[src/rtl/processor_stage1_pkg.sv]
// Shared definitions for the processor front end: size defaults, opcode
// constants, and the next-address source encoding used by the fetch stage.
package processor_stage1_pkg;

  localparam int DEF_ADDR_SIZE  = 18;
  localparam int DEF_WORD_SIZE  = 18;
  localparam int DEF_RESET_ADDR = 0;
  localparam int DEF_CNT_SIZE   = 32;

  // Opcode field values decoded by stage2; stage1 never looks inside a word.
  localparam logic [4:0] OP_NOP    = 5'h00;
  localparam logic [4:0] OP_CALL   = 5'h01;
  localparam logic [4:0] OP_IF     = 5'h02;
  localparam logic [4:0] OP_RETURN = 5'h03;
  localparam logic [4:0] OP_WAIT   = 5'h04;
  localparam logic [4:0] OP_LOAD   = 5'h05;
  localparam logic [4:0] OP_STORE  = 5'h06;

  typedef enum logic [2:0] {
    SEL_RESET,
    SEL_HOLD,
    SEL_RETURN,
    SEL_CALL,
    SEL_REFETCH,
    SEL_SEQUENTIAL
  } next_sel_t;

endpackage

[src/rtl/processor_stage1_if.sv]
// Fetch-stage bus: code memory port, stage2 redirect controls and the
// fetched-word bundle handed to stage2.
interface processor_stage1_if
  import processor_stage1_pkg::*;
#(
  parameter int ADDR_SIZE = DEF_ADDR_SIZE,
  parameter int WORD_SIZE = DEF_WORD_SIZE,
  parameter int CNT_SIZE  = DEF_CNT_SIZE
);

  logic [ADDR_SIZE-1:0] code_addr;
  logic [WORD_SIZE-1:0] code_rdata;
  logic [WORD_SIZE-1:0] mem_rdata;
  logic                 call_performed;
  logic [ADDR_SIZE-1:0] ip_to_call;
  logic                 return_performed;
  logic                 waiting_global;
  logic                 debug_halt;
  logic                 no_operation;
  logic [ADDR_SIZE-1:0] ip;
  logic [ADDR_SIZE-1:0] ip_plus_one;
  logic [WORD_SIZE-1:0] code_word;
  logic [CNT_SIZE-1:0]  fetch_count;

  modport master (
    output code_addr, no_operation, ip, ip_plus_one, code_word, fetch_count,
    input  code_rdata, mem_rdata, call_performed, ip_to_call,
           return_performed, waiting_global, debug_halt
  );

  modport slave (
    input  code_addr, no_operation, ip, ip_plus_one, code_word, fetch_count,
    output code_rdata, mem_rdata, call_performed, ip_to_call,
           return_performed, waiting_global, debug_halt
  );

endinterface

[src/rtl/processor_next_ip.sv]
// Combinational priority mux choosing the next code memory address.
module processor_next_ip
  import processor_stage1_pkg::*;
#(
  parameter int ADDR_SIZE  = DEF_ADDR_SIZE,
  parameter int RESET_ADDR = DEF_RESET_ADDR
) (
  input  logic                 reset,
  input  logic                 hold,
  input  logic                 return_performed,
  input  logic [ADDR_SIZE-1:0] return_addr,
  input  logic                 call_performed,
  input  logic [ADDR_SIZE-1:0] call_addr,
  input  logic                 valid_q,
  input  logic [ADDR_SIZE-1:0] pc_q,
  output logic [ADDR_SIZE-1:0] next_addr
);

  localparam logic [ADDR_SIZE-1:0] RESET_IP = ADDR_SIZE'(RESET_ADDR);

  next_sel_t sel;

  // A return outranks a call so a conflicting pair can never skip the return.
  always_comb begin
    sel = SEL_SEQUENTIAL;
    if (reset)                 sel = SEL_RESET;
    else if (hold)             sel = SEL_HOLD;
    else if (return_performed) sel = SEL_RETURN;
    else if (call_performed)   sel = SEL_CALL;
    else if (!valid_q)         sel = SEL_REFETCH;
  end

  always_comb begin
    next_addr = pc_q + ADDR_SIZE'(1);
    case (sel)
      SEL_RESET:   next_addr = RESET_IP;
      SEL_HOLD:    next_addr = pc_q;
      SEL_RETURN:  next_addr = return_addr;
      SEL_CALL:    next_addr = call_addr;
      SEL_REFETCH: next_addr = pc_q;
      default:     next_addr = pc_q + ADDR_SIZE'(1);
    endcase
  end

endmodule

[src/rtl/processor_stage1.sv]
// Instruction fetch stage: owns the instruction pointer, drives the synchronous
// code memory and presents each returned word to stage2 unregistered.
module processor_stage1
  import processor_stage1_pkg::*;
#(
  parameter int ADDR_SIZE  = DEF_ADDR_SIZE,
  parameter int WORD_SIZE  = DEF_WORD_SIZE,
  parameter int RESET_ADDR = DEF_RESET_ADDR,
  parameter int CNT_SIZE   = DEF_CNT_SIZE
) (
  input  logic                 clock,
  input  logic                 reset,
  processor_stage1_if.master   bus
);

  logic [ADDR_SIZE-1:0] pc_q;
  logic [ADDR_SIZE-1:0] next_addr;
  logic                 valid_q;
  logic [CNT_SIZE-1:0]  fetch_count_q;
  logic                 no_op;

  processor_next_ip #(
    .ADDR_SIZE  (ADDR_SIZE),
    .RESET_ADDR (RESET_ADDR)
  ) u_next_ip (
    .reset            (reset),
    .hold             (bus.waiting_global | bus.debug_halt),
    .return_performed (bus.return_performed),
    .return_addr      (bus.mem_rdata[ADDR_SIZE-1:0]),
    .call_performed   (bus.call_performed),
    .call_addr        (bus.ip_to_call),
    .valid_q          (valid_q),
    .pc_q             (pc_q),
    .next_addr        (next_addr)
  );

  assign no_op = !valid_q | bus.return_performed | bus.waiting_global | bus.debug_halt;

  // pc_q always tracks the address whose data is on code_rdata, so a halt
  // that re-reads pc_q keeps the presented word consistent with ip.
  always_ff @(posedge clock) begin
    pc_q    <= next_addr;
    valid_q <= !reset;
  end

  always_ff @(posedge clock) begin
    if (reset)
      fetch_count_q <= '0;
    else if (!no_op && fetch_count_q != '1)
      fetch_count_q <= fetch_count_q + CNT_SIZE'(1);
  end

  assign bus.code_addr    = next_addr;
  assign bus.no_operation = no_op;
  assign bus.ip           = pc_q;
  assign bus.ip_plus_one  = pc_q + ADDR_SIZE'(1);
  assign bus.code_word    = bus.code_rdata;
  assign bus.fetch_count  = fetch_count_q;

endmodule

[src/flat_wrapper.sv]
// flat-port wrapper written by rule: the top's interface ports become plain ports
module processor_stage1_flat import processor_stage1_pkg::*;
#(
  parameter int ADDR_SIZE  = DEF_ADDR_SIZE,
  parameter int WORD_SIZE  = DEF_WORD_SIZE,
  parameter int RESET_ADDR = DEF_RESET_ADDR,
  parameter int CNT_SIZE   = DEF_CNT_SIZE
)
  (clock, reset, bus_code_addr, bus_no_operation, bus_ip, bus_ip_plus_one, bus_code_word, bus_fetch_count, bus_code_rdata, bus_mem_rdata, bus_call_performed, bus_ip_to_call, bus_return_performed, bus_waiting_global, bus_debug_halt);
  processor_stage1_if #(.ADDR_SIZE(ADDR_SIZE), .WORD_SIZE(WORD_SIZE), .CNT_SIZE(CNT_SIZE)) bus_i ();
  input  logic clock;
  input  logic reset;
  output wire logic [$bits(bus_i.code_addr)-1:0] bus_code_addr;
  output wire logic [$bits(bus_i.no_operation)-1:0] bus_no_operation;
  output wire logic [$bits(bus_i.ip)-1:0] bus_ip;
  output wire logic [$bits(bus_i.ip_plus_one)-1:0] bus_ip_plus_one;
  output wire logic [$bits(bus_i.code_word)-1:0] bus_code_word;
  output wire logic [$bits(bus_i.fetch_count)-1:0] bus_fetch_count;
  input wire logic [$bits(bus_i.code_rdata)-1:0] bus_code_rdata;
  input wire logic [$bits(bus_i.mem_rdata)-1:0] bus_mem_rdata;
  input wire logic [$bits(bus_i.call_performed)-1:0] bus_call_performed;
  input wire logic [$bits(bus_i.ip_to_call)-1:0] bus_ip_to_call;
  input wire logic [$bits(bus_i.return_performed)-1:0] bus_return_performed;
  input wire logic [$bits(bus_i.waiting_global)-1:0] bus_waiting_global;
  input wire logic [$bits(bus_i.debug_halt)-1:0] bus_debug_halt;
  assign bus_code_addr = bus_i.code_addr;
  assign bus_no_operation = bus_i.no_operation;
  assign bus_ip = bus_i.ip;
  assign bus_ip_plus_one = bus_i.ip_plus_one;
  assign bus_code_word = bus_i.code_word;
  assign bus_fetch_count = bus_i.fetch_count;
  assign bus_i.code_rdata = bus_code_rdata;
  assign bus_i.mem_rdata = bus_mem_rdata;
  assign bus_i.call_performed = bus_call_performed;
  assign bus_i.ip_to_call = bus_ip_to_call;
  assign bus_i.return_performed = bus_return_performed;
  assign bus_i.waiting_global = bus_waiting_global;
  assign bus_i.debug_halt = bus_debug_halt;
  processor_stage1 #(.ADDR_SIZE(ADDR_SIZE), .WORD_SIZE(WORD_SIZE), .RESET_ADDR(RESET_ADDR), .CNT_SIZE(CNT_SIZE)) u_core (.clock(clock), .reset(reset), .bus(bus_i));
endmodule
[config.mk]
export PLATFORM = sky130hd
export DESIGN_NAME = processor_stage1_flat
export DESIGN_NICKNAME = d
export VERILOG_FILES = /design/src/rtl/processor_stage1_pkg.sv /design/src/rtl/processor_stage1_if.sv /design/src/rtl/processor_next_ip.sv /design/src/rtl/processor_stage1.sv /design/src/flat_wrapper.sv
export SDC_FILE = /design/constraint.sdc
export NUM_CORES = 1
export LEC_CHECK = 0
export ABC_AREA = 0
export CAP_MARGIN = 20
export CORE_MARGIN = 3
export CORE_UTILIZATION = 35
export CTS_BUF_LIST = sky130_fd_sc_hd__clkbuf_4 sky130_fd_sc_hd__clkbuf_8 sky130_fd_sc_hd__clkbuf_16
export CTS_CLUSTER_SIZE = 24
export DETAILED_ROUTE_END_ITERATION = 6
export GPL_TIMING_DRIVEN = 0
export PLACE_DENSITY = 0.75
export SYNTH_ARGS = -nofsm -noshare
export SYNTH_HDL_FRONTEND = slang
export SYNTH_SLANG_ARGS = --single-unit
export TNS_END_PERCENT = 20
[constraint.sdc]
create_clock -name clock -period 3.89 [get_ports clock]
set_clock_uncertainty 0.15 [all_clocks]
set_input_delay 1.167 -clock clock [delete_from_list [all_inputs] [get_ports clock]]
set_output_delay 1.167 -clock clock [all_outputs]
set_load 0.005 [all_outputs]
==> run summary, run 1 <==
final setup margin = -0.139 ns
Wirelength per Cell = 18.4 µm
Vias/cell = 5.76
via count = 3871
routability cong. = 0.869
Nets = 628
CTS Sinks = 51
fin. max-slew vios = 0
syn avg cell area = 7.93 µm²
num rows = 33
die width = 99.3 µm
asr flop ratio synth = 0
final wirelength = 12400 µm
Yosys reg bits = 51
cts hold-fix bufs = 0
Synth area leaders = dfxtp_1 (34%), a21oi_1 (4.4%), buf_4 (4.4%)
outcome = complete, but fails checks
CTS Buf Count = 5
num ports = 165
critical path, cell by cell = buf_12, nor3_4, nand3_4, buf_8, nor2_1, a222oi_1, nand2_2, buf_6, buf_4, buf_4, buf_4, buf_4, buf_4, buf_4, buf_4, buf_4, buf_4, buf_4, buf_4, buf_4, buf_4, buf_4, buf_4
H-Tree Depth = 2
Post-Route Setup TNS = -0.139 ns
global-route wire length before repair = 19100 µm
largest net degree at the start of global routing = 18
kind of critical path = primary input to flip-flop
sequential share of the synthesized area = 0.335
top-count cell post-synth = dfxtp_1
Antenna diodes = 0
max-cap viol count = 0
CP dominant cell by count = buf_4
Util after Layout = 0.617
CP max stage cell = a222oi_1
Setup violations, final = 1
slew margin rel. = 0.639
violated checks = setup timing
vias in the first global route = 3720
Root Buffer Master = clkbuf_8
Fillers = 729
CTS tree = done
total power = 1.14 mW
number of flops mapped to enable cells by yosys = 0
worst stage delay on the critical path = 0.43 ns
synthesized area = 3050 µm²
RSZ-0062 raised after global routing = true
Tmin final = 4.03 ns
CP Launch Type = primary input
die height = 99.3 µm
Routed Antenna Nets = 0
Synth Warn # = 0
TritonRoute pass-1 iters = 5
layout overhead on the synthesized area = 69.0%
initial antenna violation count = 0
f_max = 248 MHz
Worst EP arrival = 4.10 ns
maximum clock path buffer count = 2
clk_lat worst skew = 0.31 ns
gr usage total = 0.238
Iteration-0 DRC Markers = 250
Worst Path Required = 3.97 ns
peak supply drop = 125 µV
crit path capture type = flip-flop
Distinct cells, synth = 49
syn nets = 446
top-area cell type share of the netlist area = 0.335
cells after synthesis = 384
Pleak = 1.92 nW
top post-synthesis cells by count = dfxtp_1 (51), nor2_1 (32), nand2_1 (28)
Reg clk slew, reported paths = 0.10 ns
PD cells = 221 nW/µm²
worst-margin pin slew = 0.541 ns
Initial Util = 0.365
drt drc = 0
Max FO, Critical Path = 7
hold crit path type = flip-flop to flip-flop
Yosys top cell by area = dfxtp_1
HPWL Detailed = 8690 µm
period utilization = 1.04
Core Area = 8340 µm²
final hold viol count = 0
ys flop type = dfxtp_1
grt ovf = 0
Die ar. = 9860 µm²
fraction of layout cells with a size suffix above 1 = 0.205
count of buffers from port buffering = 146
## final timing paths
path	startpoint	end	slack [ns]	cells past startpoint
min	u_core.bus.fetch_count[4]	u_core.bus.fetch_count[4]	0.38	2
min reg2reg	u_core.bus.fetch_count[4]	u_core.bus.fetch_count[4]	0.38	2
max reg2reg	u_core.bus.ip[0]	u_core.bus.ip[10]	0.14	22
max	reset	u_core.bus.ip[10]	-0.14	23
## where the power goes
part | switching [mW] | leakage (nW) | internal, mW
Clock | 0.186 | 0.0549 | 0.170
Combinational | 0.0836 | 1.45 | 0.147
Sequential | 0.0179 | 0.413 | 0.532
## worst max-delay path, delay by kind of cell
family | cells | cell delay [ns]
and+or+nand+nor | 4 | 0.32
AOI/OAI and AO/OA | 1 | 0.43
buffers and inverters | 18 | 2.18
## cell families (layout without fill, tap and decap cells)
| family | after synthesis | in the layout | synth area share |
|---|---|---|---|
| simple gates | 163 | 163 | 0.298 |
| compound gates | 95 | 95 | 0.201 |
| flops | 51 | 51 | 0.335 |
| buf+inv | 48 | 231 | 0.0825 |
| xor+xnor | 21 | 21 | 0.0604 |
| mux | 4 | 4 | 0.0148 |
| fa+ha+maj | 2 | 2 | 0.00821 |
## through the flow
step                instance area (µm²)  worst slack (ns)  hold slack, ns  cells
floorplan                          3050            0.0829           0.342    384
CTS                                5080            -0.147           0.382    669
global route                       5150            -0.159           0.411    672
detailed placement                 4640             -1.71           0.369    635
finish                             5150            -0.139           0.383    672
global placement                   4640             -1.68           0.360    635
## routing by layer
| metal | global-route usage | part of all wire | vias to the layer above |
|---|---|---|---|
| met5 | 0 | 0 | - |
| met4 | 0.0977 | 0.034 | 0 |
| met3 | 0.0498 | 0.092 | 35 |
| met2 | 0.411 | 0.49 | 229 |
| met1 | 0.288 | 0.38 | 1805 |
| li1 | - | - | 1802 |
## final cells by class
class	count	area, µm²	share of cell area
repair buffers	177	1680	0.326
plain buffers	34	262	0.0508
clock buffers	8	104	0.0202
inverters	12	45.0	0.00875
multi-input cells	285	1910	0.370
well taps	105	131	0.0255
flip-flops and latches	51	1020	0.198
## registers in the layout (all words and copies together), names as in the netlist
signal / cells
u_core.bus.fetch_count: 32
u_core.bus.ip: 18
u_core.valid_q: 1
## cell usage in the layout, fill, tap and decap left out, types with 3 or more instances in the layout
master / netlist / layout
nand2_1: 28 / 26
nand4_1: 16 / 16
mux2_2: 3 / 3
clkdlybuf4s15_2: 0 / 3
buf_6: 0 / 5
clkdlybuf4s50_1: 0 / 122
dfxtp_1: 51 / 51
clkbuf_1: 13 / 4
xnor2_1: 8 / 8
or4_1: 12 / 12
o31ai_1: 8 / 8
buf_2: 3 / 11
xor2_1: 13 / 13
dlygate4sd2_1: 0 / 3
buf_4: 18 / 46
nor2_1: 32 / 31
nor3_1: 10 / 7
nor2b_1: 3 / 3
o21ai_0: 23 / 18
o21ai_1: 3 / 8
a22oi_1: 9 / 9
nor4_1: 10 / 8
inv_1: 11 / 10
a21oi_1: 27 / 26
nor3_4: 1 / 3
nand3_1: 23 / 22
or3_1: 10 / 9
a222oi_1: 8 / 8
and3_1: 5 / 4
clkbuf_8: 0 / 13
clkbuf_2: 0 / 4
o311ai_1: 0 / 3
o311ai_2: 0 / 4
## what timing repair did
action	CTS	global route
gates resized for setup	114	41
cloned	1	0
endpoints found under the setup margin	22	24
pin swaps	15	9
buffers inserted	27	3
Note: power is estimated with default switching activity, not from simulation.
==> run 2, diff against run 1 <==
--- a/config.mk
+++ b/config.mk
@@ -8,12 +8,12 @@
 export ABC_AREA = 0
 export CAP_MARGIN = 20
 export CORE_MARGIN = 3
-export CORE_UTILIZATION = 35
-export CTS_BUF_LIST = sky130_fd_sc_hd__clkbuf_4 sky130_fd_sc_hd__clkbuf_8 sky130_fd_sc_hd__clkbuf_16
+export CORE_UTILIZATION = 34
 export CTS_CLUSTER_SIZE = 24
 export DETAILED_ROUTE_END_ITERATION = 6
 export GPL_TIMING_DRIVEN = 0
-export PLACE_DENSITY = 0.75
+export PLACE_DENSITY = 0.74
+export SLEW_MARGIN = 20
 export SYNTH_ARGS = -nofsm -noshare
 export SYNTH_HDL_FRONTEND = slang
 export SYNTH_SLANG_ARGS = --single-unit
==> run 2 against run 1 <==
Net effect: the run still ends with setup timing left; setup slack gained 0.061 ns; sequential cell count did not move; critical path depth is 1 higher; global-route usage shrank 0.38 points; hold slack better by 0.0010 ns.
==> run summary, run 2 (synthesis gave the netlist of run 1 again) <==
outcome = complete, but fails checks (unchanged)
violated checks = setup timing (unchanged)
Fillers = 679 (was 729)
initial antenna violation count = 0 (unchanged)
Die ar. = 10100 µm² (was 9860 µm²)
num ports = 165 (unchanged)
Flop pwr share = 0.503 (was 0.484)
Cells after DPL = 635 (unchanged)
final wirelength = 12700 µm (was 12400 µm)
CP Launch Type = primary input (unchanged)
Worst Path Required = 3.96 ns (was 3.97 ns)
area of the multi-input gates = 1980 µm² (was 1910 µm²)
fin cells = 681 (was 672)
Pleak = 2.00 nW (was 1.92 nW)
Iteration-0 DRC Markers = 218 (was 250)
CTS tree = done (unchanged)
PD cells = 210 nW/µm² (was 221 nW/µm²)
final hold viol count = 0 (unchanged)
final setup margin = -0.0785 ns (was -0.139 ns)
Wirelength per Cell = 18.7 µm (was 18.4 µm)
RSZ-0062 raised after global routing = true (unchanged)
placed inst area = 4640 µm² (unchanged)
f_max = 252 MHz (was 248 MHz)
kind of critical path = primary input to flip-flop (unchanged)
Switching Share = 0.266 (was 0.253)
HPWL Detailed = 8810 µm (was 8690 µm)
Worst EP arrival = 4.04 ns (was 4.10 ns)
Int Power = 0.807 mW (was 0.850 mW)
gr usage total = 0.235 (was 0.238)
fraction of layout cells with a size suffix above 1 = 0.231 (was 0.205)
via count = 3949 (was 3871)
drt drc = 0 (unchanged)
Vias/cell = 5.80 (was 5.76)
commonest non-fill, non-tap cell in the layout = clkdlybuf4s50_1 (unchanged)
Root Buffer Master = clkbuf_8 (unchanged)
Routed Antenna Nets = 0 (unchanged)
commonest cells after routing, fill and taps aside = clkdlybuf4s50_1 (123), buf_4 (58), dfxtp_1 (50), nor2_1 (30) (was clkdlybuf4s50_1 (122), dfxtp_1 (51), buf_4 (46), nor2_1 (31))
routability cong. = 0.876 (was 0.869)
count of buffers from port buffering = 146 (unchanged)
Core Area = 8460 µm² (was 8340 µm²)
slew margin rel. = 0.608 (was 0.639)
Max FO, Critical Path = 6 (was 7)
worst-margin pin slew = 0.588 ns (was 0.541 ns)
Tmin final = 3.97 ns (was 4.03 ns)
Util after Layout = 0.620 (was 0.617)
largest net degree at the start of global routing = 15 (was 18)
Antenna diodes = 0 (unchanged)
die width = 101 µm (was 99.3 µm)
die height = 101 µm (was 99.3 µm)
num rows = 33 (unchanged)
maximum clock path buffer count = 2 (unchanged)
HP Start = u_core.bus.fetch_count[31] (was u_core.bus.fetch_count[4])
fin. max-slew vios = 0 (unchanged)
number of flip-flops under the largest register name = 32 (unchanged)
crit path capture type = flip-flop (unchanged)
fin area = 5250 µm² (was 5150 µm²)
layout overhead on the synthesized area = 72.3% (was 69.0%)
max-cap viol count = 0 (unchanged)
CTS Buf Count = 5 (unchanged)
Initial Util = 0.360 (was 0.365)
Logic pwr share = 0.210 (was 0.203)
CTS Sinks = 51 (unchanged)
period utilization = 1.02 (was 1.04)
Nets = 637 (was 628)
register area = 1020 µm² (about the same)
H-Tree Depth = 2 (unchanged)
clock power share = 0.287 (was 0.313)
hold crit path type = flip-flop to flip-flop (unchanged)
Sw Pwr = 0.293 mW (was 0.288 mW)
global-route wire length before repair = 19200 µm (was 19100 µm)
r2r startpoint = u_core.bus.ip[2] (was u_core.bus.ip[0])
vias in the first global route = 3803 (was 3720)
clk_lat worst skew = 0.31 ns (about the same)
Reg clk slew, reported paths = 0.10 ns (about the same)
Setup violations, final = 3 (was 1)
Critical path origin = bus_waiting_global (was reset)
TritonRoute pass-1 iters = 7 (was 5)
peak supply drop = 147 µV (was 125 µV)
grt ovf = 0 (unchanged)
## run 2: changes by cell type in the layout (fill, tap and decap cells not counted), sizes merged
cell / before / now
dlymetal6s2s: 1 / 0
clkinv: 0 / 1
dlygate4sd2: 3 / 1
clkbuf: 22 / 18
buf: 67 / 81
clkdlybuf4s50: 122 / 123
## run 2: worst paths after layout
kind / end / slack (ns) / depth (start not counted)
max reg2reg: u_core.bus.ip[7] / 0.13 / 21
min: u_core.bus.fetch_count[31] / 0.38 / 2
min reg2reg: u_core.bus.fetch_count[31] / 0.38 / 2
max: u_core.bus.ip[7] / -0.08 / 24
## run 2: what timing repair did
| item | 4_1_cts | 5_1_grt |
|---|---|---|
| pin swaps | 16 | 14 |
| hold buffers | 0 | 0 |
| gates resized for setup | 134 | 33 |
| buffers inserted | 38 | 4 |
| setup endpoints to repair | 22 | 28 |
## run 2: area by class of cell
cell class              instances  share of cell area
clock buffers                   7              0.0145
clock inverters                 1            0.000954
plain buffers                  33              0.0539
inverters                      12             0.00858
well taps                     105              0.0250
flip-flops and latches         51               0.195
multi-input cells             285               0.377
repair buffers                187               0.325
## run 2: power by group through the flow
stage / Sequential, mW / Clock (mW) / Combinational (mW)
3_5_place_dp: 0.560 / 0 / 0.198
5_1_grt: 0.555 / 0.343 / 0.244
2_1_floorplan: 0.558 / 0 / 0.0598
6_report: 0.553 / 0.316 / 0.231
3_3_place_gp: 0.560 / 0 / 0.197
4_1_cts: 0.549 / 0.315 / 0.224
## run 2: critical path: stages
cell	delay [ns]
buf_6	0.09
nor2_4	0.05
buf_4	0.13
nand3_4	0.12
buf_8	0.14
o21ai_2	0.06
a21oi_1	0.20
nand2_1	0.11
buf_4	0.14
buf_4	0.12
buf_4	0.12
buf_4	0.12
buf_4	0.12
buf_4	0.12
buf_4	0.12
buf_4	0.12
buf_4	0.13
buf_4	0.12
buf_4	0.12
buf_4	0.12
buf_4	0.12
buf_4	0.13
buf_4	0.13
buf_4	0.12
## run 2: stage by stage
step	worst slack (ns)	total power, mW	TNS [ns]	hold WS [ns]
after floorplan	0.0829	0.618	0	0.342
after global placement	-1.68	0.757	-26.16	0.357
after detailed placement	-1.69	0.759	-26.56	0.373
after CTS	-0.0587	1.09	-0.0814	0.386
after global routing	-0.147	1.14	-0.705	0.405
final	-0.0785	1.10	-0.103	0.384
## run 2: layer usage
layer,vias to the layer above,wire length (µm),track usage
met1,1875,4790,0.271
met5,-,0,0
met2,228,6590,0.443
met3,28,1120,0.0450
met4,0,220,0.0518
li1,1818,-,-
==> run 3, diff against run 2 <==
==> constraint.sdc (replaced) <==
create_clock -name clock -period 4 [get_ports clock]
set_clock_uncertainty 0.15 [all_clocks]
set_input_delay 1.2 -clock clock [delete_from_list [all_inputs] [get_ports clock]]
set_output_delay 1.2 -clock clock [all_outputs]
set_load 0.005 [all_outputs]
==> run 3 against run 2 <==
Net effect: the run ends with DRC, setup timing left; routed wire length down 1.3%; sequential cell count unchanged; hold slack worse by 0.0011 ns; sequential share of layout area up 0.10 points; via count down 2.2%; critical endpoint is now bus_code_addr[4]; highest routed layer unchanged.
==> run summary, run 3 (synthesis gave the netlist of run 1 again) <==
cts hold-fix bufs = 0 (unchanged)
reg2reg path depth = 20 (was 21)
die width = 101 µm (unchanged)
Wirelength per Cell = 18.6 µm (was 18.7 µm)
Fin Hold WS = 0.383 ns (was 0.384 ns)
Vias/cell = 5.71 (was 5.80)
layout overhead on the synthesized area = 71.4% (was 72.3%)
crit path capture type = primary output (was flip-flop)
violated checks = DRC, setup timing (was setup timing)
Post-Route Setup TNS = -0.0566 ns (was -0.103 ns)
TritonRoute pass-1 iters = 7 (unchanged)
Tmin final = 4.04 ns
Antenna diodes = 0 (unchanged)
H-Tree Depth = 2 (unchanged)
Root Buffer Master = clkbuf_8 (unchanged)
worst stage delay on the critical path = 0.37 ns (was 0.20 ns)
reg2reg end = u_core.bus.ip[7] (unchanged)
Core Area = 8460 µm² (unchanged)
vias in the first global route = 3752 (was 3803)
Max FO, Critical Path = 5 (was 6)
fin area = 5220 µm² (was 5250 µm²)
Critical path origin = bus_call_performed (was bus_waiting_global)
global-route wire length before repair = 18600 µm (was 19200 µm)
gr usage total = 0.229 (was 0.235)
final wirelength = 12600 µm (was 12700 µm)
via count = 3862 (was 3949)
CP Launch Type = primary input (unchanged)
final hold viol count = 0 (unchanged)
met3 WL = 1150 µm (was 1120 µm)
f_max = 248 MHz
maximum clock path buffer count = 2 (unchanged)
Routed Antenna Nets = 0 (unchanged)
critical path, cell by cell = clkdlybuf4s15_2, or3_4, a21oi_4, clkbuf_8, a222oi_1, a21oi_1, clkdlybuf4s15_1 (was buf_6, nor2_4, buf_4, nand3_4, buf_8, o21ai_2, a21oi_1, nand2_1, buf_4, buf_4, buf_4, buf_4, buf_4, buf_4, buf_4, buf_4, buf_4, buf_4, buf_4, buf_4, buf_4, buf_4, buf_4, buf_4)
CTS tree = done (unchanged)
routability cong. = 0.876 (unchanged)
Setup violations, final = 3 (unchanged)
largest net degree at the start of global routing = 15 (unchanged)
Nets = 632 (was 637)
r2r startpoint = u_core.bus.ip[2] (unchanged)
HPWL Detailed = 8810 µm (unchanged)
placed inst area = 4640 µm² (unchanged)
initial antenna violation count = 0 (unchanged)
num rows = 33 (unchanged)
Int Power = 0.787 mW (was 0.807 mW)
PD cells = 205 nW/µm² (was 210 nW/µm²)
slew margin rel. = 0.619 (was 0.608)
CTS Sinks = 51 (unchanged)
final setup margin = -0.0398 ns (was -0.0785 ns)
setup slack, reg-to-reg = 0.22 ns (was 0.13 ns)
Reg clk slew, reported paths = 0.09 ns (was 0.10 ns)
hold crit path type = flip-flop to flip-flop (unchanged)
clk_lat worst skew = 0.31 ns (about the same)
peak supply drop = 145 µV (was 147 µV)
commonest non-fill, non-tap cell in the layout = clkdlybuf4s50_1 (unchanged)
fraction of layout cells with a size suffix above 1 = 0.208 (was 0.231)
clock power share = 0.286 (was 0.287)
Top Metal Used = met4 (unchanged)
Logic pwr share = 0.213 (was 0.210)
Initial Util = 0.360 (unchanged)
Die ar. = 10100 µm² (unchanged)
RSZ-0062 raised after global routing = true (unchanged)
number of flip-flops under the largest register name = 32 (unchanged)
drt drc = 1 (was 0)
metal1 wirelength = 4780 µm (was 4790 µm)
die height = 101 µm (unchanged)
Pleak = 1.95 nW (was 2.00 nW)
max-cap viol count = 0 (unchanged)
kind of critical path = primary input to primary output (was primary input to flip-flop)
Sw Pwr = 0.282 mW (was 0.293 mW)
CTS Buf Count = 5 (unchanged)
WL met2 = 6250 µm (was 6590 µm)
Switching Share = 0.264 (was 0.266)
Iteration-0 DRC Markers = 206 (was 218)
num ports = 165 (unchanged)
fin. max-slew vios = 0 (unchanged)
Flop pwr share = 0.501 (was 0.503)
Critical Path End = bus_code_addr[4] (was u_core.bus.ip[7])
period utilization = 1.01
worst-margin pin slew = 0.572 ns (was 0.588 ns)
grt ovf = 0 (unchanged)
Worst EP arrival = 2.69 ns (was 4.04 ns)
Worst Path Required = 2.65 ns (was 3.96 ns)
CP max stage cell = or3_4 (was a21oi_1)
outcome = complete, but fails checks (unchanged)
count of buffers from port buffering = 146 (unchanged)
commonest cells after routing, fill and taps aside = clkdlybuf4s50_1 (123), dfxtp_1 (50), buf_4 (45), nor2_1 (31), nand2_1 (27) (was clkdlybuf4s50_1 (123), buf_4 (58), dfxtp_1 (50), nor2_1 (30))
-- run 3: area by class of cell --
type                    instances  area (µm²)
plain buffers                  34         277
clock buffers                   7        76.3
clock inverters                 1        5.00
fillers                       697        3240
inverters                      12        45.0
multi-input cells             285        1950
flip-flops and latches         51        1020
well taps                     105         131
repair buffers                181        1720
-- run 3: through the flow --
stage	power [mW]	setup WS (ns)	std cells	util
after global placement	0.736	-1.64	635	0.548
after detailed placement	0.738	-1.64	635	0.548
after CTS	1.05	-0.164	670	0.602
after floorplan	0.601	0.127	384	-
final	1.07	-0.0398	676	0.617
after global routing	1.11	-0.147	676	0.617
-- run 3: how the worst min path moves through the flow --
stage | startpoint | endpoint | slack, ns | cells past startpoint
final | u_core.bus.fetch_count[31] | u_core.bus.fetch_count[31] | 0.38 | 2
after global routing | u_core.bus.fetch_count[4] | u_core.bus.fetch_count[4] | 0.40 | 2
after CTS | u_core.bus.fetch_count[4] | u_core.bus.fetch_count[4] | 0.39 | 2
after detailed placement | u_core.bus.fetch_count[4] | u_core.bus.fetch_count[4] | 0.37 | 2
after global placement | u_core.bus.fetch_count[25] | u_core.bus.fetch_count[25] | 0.36 | 2
after floorplan | u_core.bus.fetch_count[31] | u_core.bus.fetch_count[31] | 0.34 | 2
-- run 3: power by group through the flow --
stage	sequential [mW]	clock [mW]	combinational (mW)
after floorplan	0.543	0	0.0582
after global placement	0.544	0	0.192
after detailed placement	0.545	0	0.193
after CTS	0.534	0.306	0.215
after global routing	0.537	0.329	0.241
final	0.536	0.306	0.228
-- run 3: metal layers --
metal  GRT usage  vias to the layer above
met5           0                        -
met4      0.0798                        0
met3      0.0498                       28
met2       0.415                      207
met1       0.262                     1824
li1            -                     1803
-- run 3: timing repair --
action | 4_1_cts | 5_1_grt
endpoints found under the setup margin | 21 | 26
resized for setup | 117 | 37
gates cloned | 2 | 0
buffers inserted | 26 | 9
endpoints found under the hold margin | 0 | 0
pin swaps | 16 | 9
-- run 3: critical path: cells and delay by family --
kind,cells,cell delay (ns)
buf+inv,3,0.64
compound gates,3,0.48
simple gates,1,0.37
